`src/rtl/otter_pkg.sv`:
```
// Shared OTTER core definitions: datapath width, ALU op encodings and the
// multiply/divide unit state type.
package otter_pkg;

    localparam int XLEN = 32;

    typedef enum logic [4:0] {
        ALU_ADD    = 5'h00,
        ALU_MUL    = 5'h10,
        ALU_MULH   = 5'h11,
        ALU_MULHSU = 5'h12,
        ALU_MULHU  = 5'h13,
        ALU_DIV    = 5'h14,
        ALU_DIVU   = 5'h15,
        ALU_REM    = 5'h16,
        ALU_REMU   = 5'h17
    } alu_op_t;

    typedef enum logic [1:0] {
        IDLE,
        BUSY,
        DONE
    } md_state_t;

    function automatic logic is_mop(input logic [4:0] op);
        return op[4:3] == 2'b10;
    endfunction

endpackage

```
`src/rtl/ex_muldiv_unit_if.sv`:
```
// Execute-stage hookup of the multiply/divide unit: operands and control from
// the D->E register and hazard unit, stall/done/result back to the pipeline.
interface ex_muldiv_unit_if;
    import otter_pkg::*;

    logic            StartE;
    alu_op_t         ALUControlE;
    logic [XLEN-1:0] SrcAE;
    logic [XLEN-1:0] SrcBE;
    logic            FlushE;
    logic            StallMD;
    logic            DoneMD;
    logic [XLEN-1:0] ResultMD;

    modport master (
        output StartE, ALUControlE, SrcAE, SrcBE, FlushE,
        input  StallMD, DoneMD, ResultMD
    );

    modport slave (
        input  StartE, ALUControlE, SrcAE, SrcBE, FlushE,
        output StallMD, DoneMD, ResultMD
    );

endinterface

```
`src/rtl/mdu_step_core.sv`:
```
// One radix-2 iteration on magnitudes: shift-add for multiply, restoring
// subtract for divide. The accumulator is {hi, lo} = {product hi / remainder, multiplier / quotient}.
module mdu_step_core
    import otter_pkg::*;
(
    input  logic              is_div,
    input  logic [2*XLEN-1:0] acc_i,
    input  logic [XLEN-1:0]   opnd_i,
    output logic [2*XLEN-1:0] acc_o
);

    logic [XLEN:0] sum;
    logic [XLEN:0] rem_sh;
    logic [XLEN:0] diff;

    // The partial remainder needs one extra bit after the shift, since it can reach 2*divisor-1.
    always_comb begin
        sum    = {1'b0, acc_i[2*XLEN-1:XLEN]} + (acc_i[0] ? {1'b0, opnd_i} : {(XLEN+1){1'b0}});
        rem_sh = acc_i[2*XLEN-1:XLEN-1];
        diff   = rem_sh - {1'b0, opnd_i};
        if (!is_div) begin
            acc_o = {sum, acc_i[XLEN-1:1]};
        end else if (diff[XLEN]) begin
            acc_o = {rem_sh[XLEN-1:0], acc_i[XLEN-2:0], 1'b0};
        end else begin
            acc_o = {diff[XLEN-1:0], acc_i[XLEN-2:0], 1'b1};
        end
    end

endmodule

```
`src/rtl/ex_muldiv_unit.sv`:
```
// Iterative RV32M multiply/divide unit for the Execute stage. Holds the pipeline
// via StallMD for XLEN steps, then presents a sign-corrected result for one cycle.
module ex_muldiv_unit
    import otter_pkg::*;
(
    input logic             CLK,
    input logic             RST_N,
    ex_muldiv_unit_if.slave md
);

    localparam int              CW       = $clog2(XLEN);
    localparam logic [CW-1:0]   LAST     = CW'(XLEN - 1);
    localparam logic [XLEN-1:0] MOST_NEG = {1'b1, {(XLEN-1){1'b0}}};

    md_state_t         state_q, state_d;
    alu_op_t           op_q, op_d;
    logic [CW-1:0]     count_q, count_d;
    logic [2*XLEN-1:0] acc_q, acc_d;
    logic [XLEN-1:0]   opnd_q, opnd_d;
    logic              neg_q, neg_d;
    logic [XLEN-1:0]   result_q, result_d;

    logic              accept;
    logic              sgn_a, sgn_b, div_ovf, special;
    logic [XLEN-1:0]   mag_a, mag_b, special_res, final_res;
    logic [2*XLEN-1:0] step_acc, neg_acc;

    assign accept = (state_q == IDLE) && md.StartE && !md.FlushE && is_mop(md.ALUControlE);

    // Divide-by-zero and signed overflow have fixed results and skip the iteration.
    always_comb begin
        sgn_a = 1'b0;
        sgn_b = 1'b0;
        case (md.ALUControlE)
            ALU_MUL, ALU_MULH, ALU_DIV, ALU_REM: begin
                sgn_a = md.SrcAE[XLEN-1];
                sgn_b = md.SrcBE[XLEN-1];
            end
            ALU_MULHSU: sgn_a = md.SrcAE[XLEN-1];
            default: ;
        endcase
        mag_a   = sgn_a ? -md.SrcAE : md.SrcAE;
        mag_b   = sgn_b ? -md.SrcBE : md.SrcBE;
        div_ovf = (md.ALUControlE == ALU_DIV || md.ALUControlE == ALU_REM) &&
                  (md.SrcAE == MOST_NEG) && (&md.SrcBE);
        special = md.ALUControlE[2] && ((md.SrcBE == '0) || div_ovf);
        if (md.ALUControlE[1]) begin
            special_res = div_ovf ? '0 : md.SrcAE;
        end else begin
            special_res = div_ovf ? md.SrcAE : '1;
        end
    end

    mdu_step_core u_step (
        .is_div (op_q[2]),
        .acc_i  (acc_q),
        .opnd_i (opnd_q),
        .acc_o  (step_acc)
    );

    // Products are negated as a full 2*XLEN value so the high half borrows correctly.
    always_comb begin
        neg_acc = -step_acc;
        case (op_q)
            ALU_MUL:           final_res = neg_q ? neg_acc[XLEN-1:0] : step_acc[XLEN-1:0];
            ALU_DIV, ALU_DIVU: final_res = neg_q ? -step_acc[XLEN-1:0] : step_acc[XLEN-1:0];
            ALU_REM, ALU_REMU: final_res = neg_q ? -step_acc[2*XLEN-1:XLEN] : step_acc[2*XLEN-1:XLEN];
            default:           final_res = neg_q ? neg_acc[2*XLEN-1:XLEN] : step_acc[2*XLEN-1:XLEN];
        endcase
    end

    always_ff @(posedge CLK or negedge RST_N) begin
        if (!RST_N) begin
            state_q  <= IDLE;
            op_q     <= ALU_ADD;
            count_q  <= '0;
            acc_q    <= '0;
            opnd_q   <= '0;
            neg_q    <= 1'b0;
            result_q <= '0;
        end else begin
            state_q  <= state_d;
            op_q     <= op_d;
            count_q  <= count_d;
            acc_q    <= acc_d;
            opnd_q   <= opnd_d;
            neg_q    <= neg_d;
            result_q <= result_d;
        end
    end

    always_comb begin
        state_d = state_q;
        if (md.FlushE) begin
            state_d = IDLE;
        end else begin
            case (state_q)
                IDLE:    if (accept) state_d = special ? DONE : BUSY;
                BUSY:    if (count_q == LAST) state_d = DONE;
                DONE:    state_d = IDLE;
                default: state_d = IDLE;
            endcase
        end
    end

    always_comb begin
        op_d     = op_q;
        count_d  = count_q;
        acc_d    = acc_q;
        opnd_d   = opnd_q;
        neg_d    = neg_q;
        result_d = result_q;
        case (state_q)
            IDLE: if (accept) begin
                op_d    = md.ALUControlE;
                count_d = '0;
                acc_d   = {{XLEN{1'b0}}, mag_a};
                opnd_d  = mag_b;
                neg_d   = (md.ALUControlE[2] && md.ALUControlE[1]) ? sgn_a : (sgn_a ^ sgn_b);
                if (special) result_d = special_res;
            end
            BUSY: if (!md.FlushE) begin
                acc_d   = step_acc;
                count_d = count_q + CW'(1);
                if (count_q == LAST) result_d = final_res;
            end
            default: ;
        endcase
    end

    // Stall is suppressed while in reset so no start can appear to be pending.
    always_comb begin
        md.StallMD  = RST_N && (accept || (state_q == BUSY));
        md.DoneMD   = (state_q == DONE) && !md.FlushE;
        md.ResultMD = result_q;
    end

endmodule

```
`src/flat_wrapper.sv`:
```
// flat-port wrapper written by rule: the top's interface ports become plain ports
module ex_muldiv_unit_flat import otter_pkg::*;
  (CLK, RST_N, md_StartE, md_ALUControlE, md_SrcAE, md_SrcBE, md_FlushE, md_StallMD, md_DoneMD, md_ResultMD);
  ex_muldiv_unit_if md_i ();
  input logic CLK;
  input logic RST_N;
  input wire logic [$bits(md_i.StartE)-1:0] md_StartE;
  input wire logic [$bits(md_i.ALUControlE)-1:0] md_ALUControlE;
  input wire logic [$bits(md_i.SrcAE)-1:0] md_SrcAE;
  input wire logic [$bits(md_i.SrcBE)-1:0] md_SrcBE;
  input wire logic [$bits(md_i.FlushE)-1:0] md_FlushE;
  output wire logic [$bits(md_i.StallMD)-1:0] md_StallMD;
  output wire logic [$bits(md_i.DoneMD)-1:0] md_DoneMD;
  output wire logic [$bits(md_i.ResultMD)-1:0] md_ResultMD;
  assign md_i.StartE = md_StartE;
  assign md_i.ALUControlE = md_ALUControlE;
  assign md_i.SrcAE = md_SrcAE;
  assign md_i.SrcBE = md_SrcBE;
  assign md_i.FlushE = md_FlushE;
  assign md_StallMD = md_i.StallMD;
  assign md_DoneMD = md_i.DoneMD;
  assign md_ResultMD = md_i.ResultMD;
  ex_muldiv_unit u_core (.CLK(CLK), .RST_N(RST_N), .md(md_i));
endmodule
```
`config.mk`:
```
export PLATFORM = sky130hd
export DESIGN_NAME = ex_muldiv_unit_flat
export DESIGN_NICKNAME = d
export VERILOG_FILES = /design/src/rtl/otter_pkg.sv /design/src/rtl/ex_muldiv_unit_if.sv /design/src/rtl/mdu_step_core.sv /design/src/rtl/ex_muldiv_unit.sv /design/src/flat_wrapper.sv
export SDC_FILE = /design/constraint.sdc
export NUM_CORES = 1
export LEC_CHECK = 0
export CORE_UTILIZATION = 28
export CTS_BUF_LIST = sky130_fd_sc_hd__clkbuf_4 sky130_fd_sc_hd__clkbuf_8
export CTS_CLUSTER_DIAMETER = 40
export CTS_CLUSTER_SIZE = 16
export DETAILED_ROUTE_END_ITERATION = 8
export GPL_ROUTABILITY_DRIVEN = 0
export HOLD_SLACK_MARGIN = 0.02
export PLACE_DENSITY = 0.43
export SLEW_MARGIN = 20
export SYNTH_ARGS = -nofsm -noshare
export SYNTH_HDL_FRONTEND = slang
export SYNTH_SLANG_ARGS = --single-unit
```
`constraint.sdc`:
```
create_clock -name CLK -period 11.42 [get_ports CLK]
set_clock_uncertainty 0.1 [all_clocks]
set_input_delay 2.284 -clock CLK [delete_from_list [all_inputs] [get_ports CLK]]
set_output_delay 2.284 -clock CLK [all_outputs]
set_load 0.02 [all_outputs]
```
==> impl_results.md <==
- Setup TNS: 0 ps
- Core Box Area: 0.0540 mm2
- Vias in the first global route: 15500
- Worst EP required: 9040 ps
- Setup-failing EPs final: 0
- Post-synthesis sequential area ratio: 22.9%
- Number of cells in the finished layout apart from fillers: 2830
- CP Launch Type: input pin
- Maximum number of buffers from clock root to sink: 2
- PwrDens: 313 mW/mm2
- Result of the run: finished, final reports clean
- Wire length of the first global-routing pass: 99800 um
- Post-synth net total: 2241
- Htree depth: 4
- Endpoints failing hold: 0
- Hpwl dp: 52400 um
- Fraction of registers with async set/reset: 100%
- Antenna violation net count after detailed routing: 0
- End of the worst register-to-register path: u_core.md.ResultMD[31]$_DFFE_PN0P_
- Number of placed cells counting well taps: 2797
- RSZ-0062 raised after global routing: false
- Placement-stage cell area: 0.0170 mm2
- Total of warnings raised by yosys: 0
- Worst min-delay path endpoint: u_core.opnd_q[9]$_DFFE_PN0P_
- FF-to-FF path depth: 16
- Hold bufs inserted after CTS: 0
- Post-CTS sizing: 0
- Number of flops mapped to enable cells by yosys: 0
- Minimum period implied by the final worst setup slack: 7120 ps
- Number of instances on the worst hold path: 2
- Fraction of layout instances using a drive strength above 1: 6.47%
- Type of the most critical hold path: register to register
- Inserted Clock Buffers: 17
- Arrival time worst endpoint: 4740 ps
- Worst-case setup margin in the final layout: 4300 ps
- Clock share of power: 7.4%
- Finished layout cell area: 0.0174 mm2
- VDD IR max: 0.000155 V
- Number of iterations in the first detailed-routing pass: 5
- Top_reg_cell synth: dfrtp_1
- Synth Register Bits: 141
- Setup Slack @ Placement: 4280 ps
- Power dissipated by switching net loads: 3.19 mW
- Critical Path Fanout Max: 6
- Headroom to the max-slew limit: 22.7%
- Hold wc startpoint: u_core.opnd_q[9]$_DFFE_PN0P_
- Grt ovf: 0
- Switching Fraction: 58.6%
- CTS clk-pin slew, worst paths: 80 ps
- Highest attainable clock frequency: 0.140 GHz
- Final Max Slew Viols: 0
- Wirelength per Cell: 23.6 um
- Number of sinks on the clock net: 141
- CTS Root Cell: clkbuf_8
- Number of buffers inserted by port buffering: 106
- CTS tree: built
- Largest net degree at the start of global routing: 104
- Number of antenna violations at the first check in global routing: 2
- Lkg Pwr: 6.75 nW
- Overall Global Routing Usage: 23.6%
- Part of the cycle the worst path needs: 62.4%
- Final wirelength: 66900 um
- Internal Dissipation: 2.25 mW
- Logic pwr share: 74.9%
- Reg2reg start: u_core.acc_q[0]$_DFFE_PN0P_
- Area Growth Syn to Fin: 12.9%
- Number of violations reported at the end of detailed-routing iteration 0: 1358
- Reg-to-reg setup timing slack: 4610 ps
- Number of vias after detailed routing: 16100
- Number of violations of the max-capacitance limit: 0
- Ratio of routed vias to standard cells: 5.69
- NumNets Final: 2266
- Cell row count: 85
- Synth Area per Inst: 7.34 um2
- Category of the most critical setup path: input pin to primary output
- Cell area after technology mapping: 0.0154 mm2
- Floorplan die width: 236 um
- Total I/O pin count: 107
- Tightest Pin Transition: 1130 ps
- Full die area: 0.0559 mm2
- Postcts setup bufs: 0
- Number of design rule violations left after detail routing: 0
- Die Y-Extent: 236 um
- Initial standard-cell utilization of the core: 28.5%
- Critical path capture point type: primary output
- Netlist cell types: 97
- Post-synthesis cell count: 2095
- Fraction of power consumed by sequential logic: 17.7%
- Clk Latency, worst-skew pair: 530 ps
-- registers in the layout, indices dropped and copies added (netlist names) --
signal / flops
u_core.md.ResultMD: 32
u_core.count_q: 5
u_core.opnd_q: 32
u_core.state_q: 2
u_core.neg_q: 1
u_core.op_q: 5
u_core.acc_q: 64
-- cell usage in the layout (no fill, tap or decap), types with 30 or more instances in the layout --
cell | netlist | final
o21ai_0 | 231 | 231
nand2_1 | 220 | 220
nor2_1 | 210 | 209
a21oi_1 | 177 | 177
dfrtp_1 | 141 | 139
clkdlybuf4s50_1 | 0 | 105
xnor2_1 | 101 | 101
inv_1 | 73 | 72
ha_1 | 71 | 71
xor2_1 | 67 | 67
nor3_1 | 61 | 59
nand3_1 | 41 | 41
nand4_1 | 36 | 36
o31ai_1 | 31 | 31
mux2i_1 | 30 | 30
-- routing by layer --
metal | vias to the layer above | GRT usage [%] | share of wire, % | routed length, um
met3 | 81 | 2.31 | 4.4 | 2970
met2 | 474 | 38.2 | 46 | 30700
met1 | 7817 | 32.9 | 47 | 31500
li1 | 7728 | - | - | -
met5 | - | 0 | 0 | 0
met4 | 0 | 7.18 | 2.6 | 1720
-- layout make-up --
class,count,area (um2)
diodes,1,2.50
clock buffers,21,270
clock inverters,11,87.6
fillers,5944,36700
inverters,75,282
multi-input cells,1751,11100
flip-flops and latches,141,3530
well taps,696,871
repair buffers,134,1270
-- logic make-up (layout without fill, tap and decap cells) --
group | after synthesis | count (layout) | share of synthesized area, %
DFF | 141 | 141 | 22.9
muxes | 47 | 47 | 3.20
and+or+nand+nor | 735 | 735 | 22.6
adders and majority gates | 75 | 75 | 6.16
AOI/OAI and AO/OA | 726 | 726 | 30.2
buffers and inverters | 203 | 241 | 5.33
xor gates and xnor gates | 168 | 168 | 9.56
other | 0 | 1 | 0
-- synth_stat cells, drive strengths merged, types with 13 or more instances --
cell | instances | area share [%]
clkbuf | 100 | 2.4
nor3 | 63 | 2.2
o41ai | 19 | 1.2
nor2 | 211 | 5.2
o211ai | 27 | 1.3
a21oi | 179 | 5.9
nand4 | 37 | 1.5
mux2i | 30 | 2.0
dfrtp | 141 | 23
nand3 | 42 | 1.4
and3 | 21 | 0.85
o31ai | 31 | 1.5
or2 | 16 | 0.65
xor2 | 67 | 3.8
buf | 28 | 1.1
mux2 | 17 | 1.2
a21o | 20 | 0.98
ha | 71 | 5.8
a22o | 25 | 1.4
xnor2 | 101 | 5.7
and2 | 13 | 0.53
o21a | 15 | 0.73
o21ai | 248 | 8.3
inv | 73 | 1.8
or3 | 28 | 1.1
nand2 | 223 | 5.5
a211oi | 19 | 0.99
nor4 | 23 | 0.94
a31oi | 28 | 1.2
nand2b | 17 | 0.69
-- stage by stage --
stage	hold slack [ps]	power [mW]	util [%]
6_report	388	5.44	32.2
5_1_grt	416	5.81	32.2
4_1_cts	395	5.41	32.2
3_5_place_dp	373	4.98	31.5
3_3_place_gp	366	4.98	31.5
2_1_floorplan	350	3.59	-
-- worst max path at each step --
stage | start | to | cells past startpoint
4_1_cts | md_ALUControlE[4] | md_StallMD | 6
3_3_place_gp | md_ALUControlE[4] | md_StallMD | 6
3_5_place_dp | md_ALUControlE[4] | md_StallMD | 6
6_report | md_ALUControlE[4] | md_StallMD | 6
5_1_grt | md_ALUControlE[4] | md_StallMD | 6
2_1_floorplan | md_ALUControlE[4] | md_StallMD | 6
-- power groups by stage --
stage               Combinational, mW  Clock, mW  Sequential (mW)
global placement                 4.01          0            0.967
CTS                              4.03      0.416            0.961
finish                           4.07      0.404            0.962
detailed placement               4.01          0            0.971
floorplan                        2.69          0            0.903
global route                     4.39      0.431            0.988
-- worst max-delay path: stages --
cell	delay, ps
clkdlybuf4s50_1	450
nor2b_1	500
nand2_1	130
or4_2	570
a21boi_0	180
clkdlybuf4s50_1	630
No activity file was read; power rests on OpenSTA's default activity.
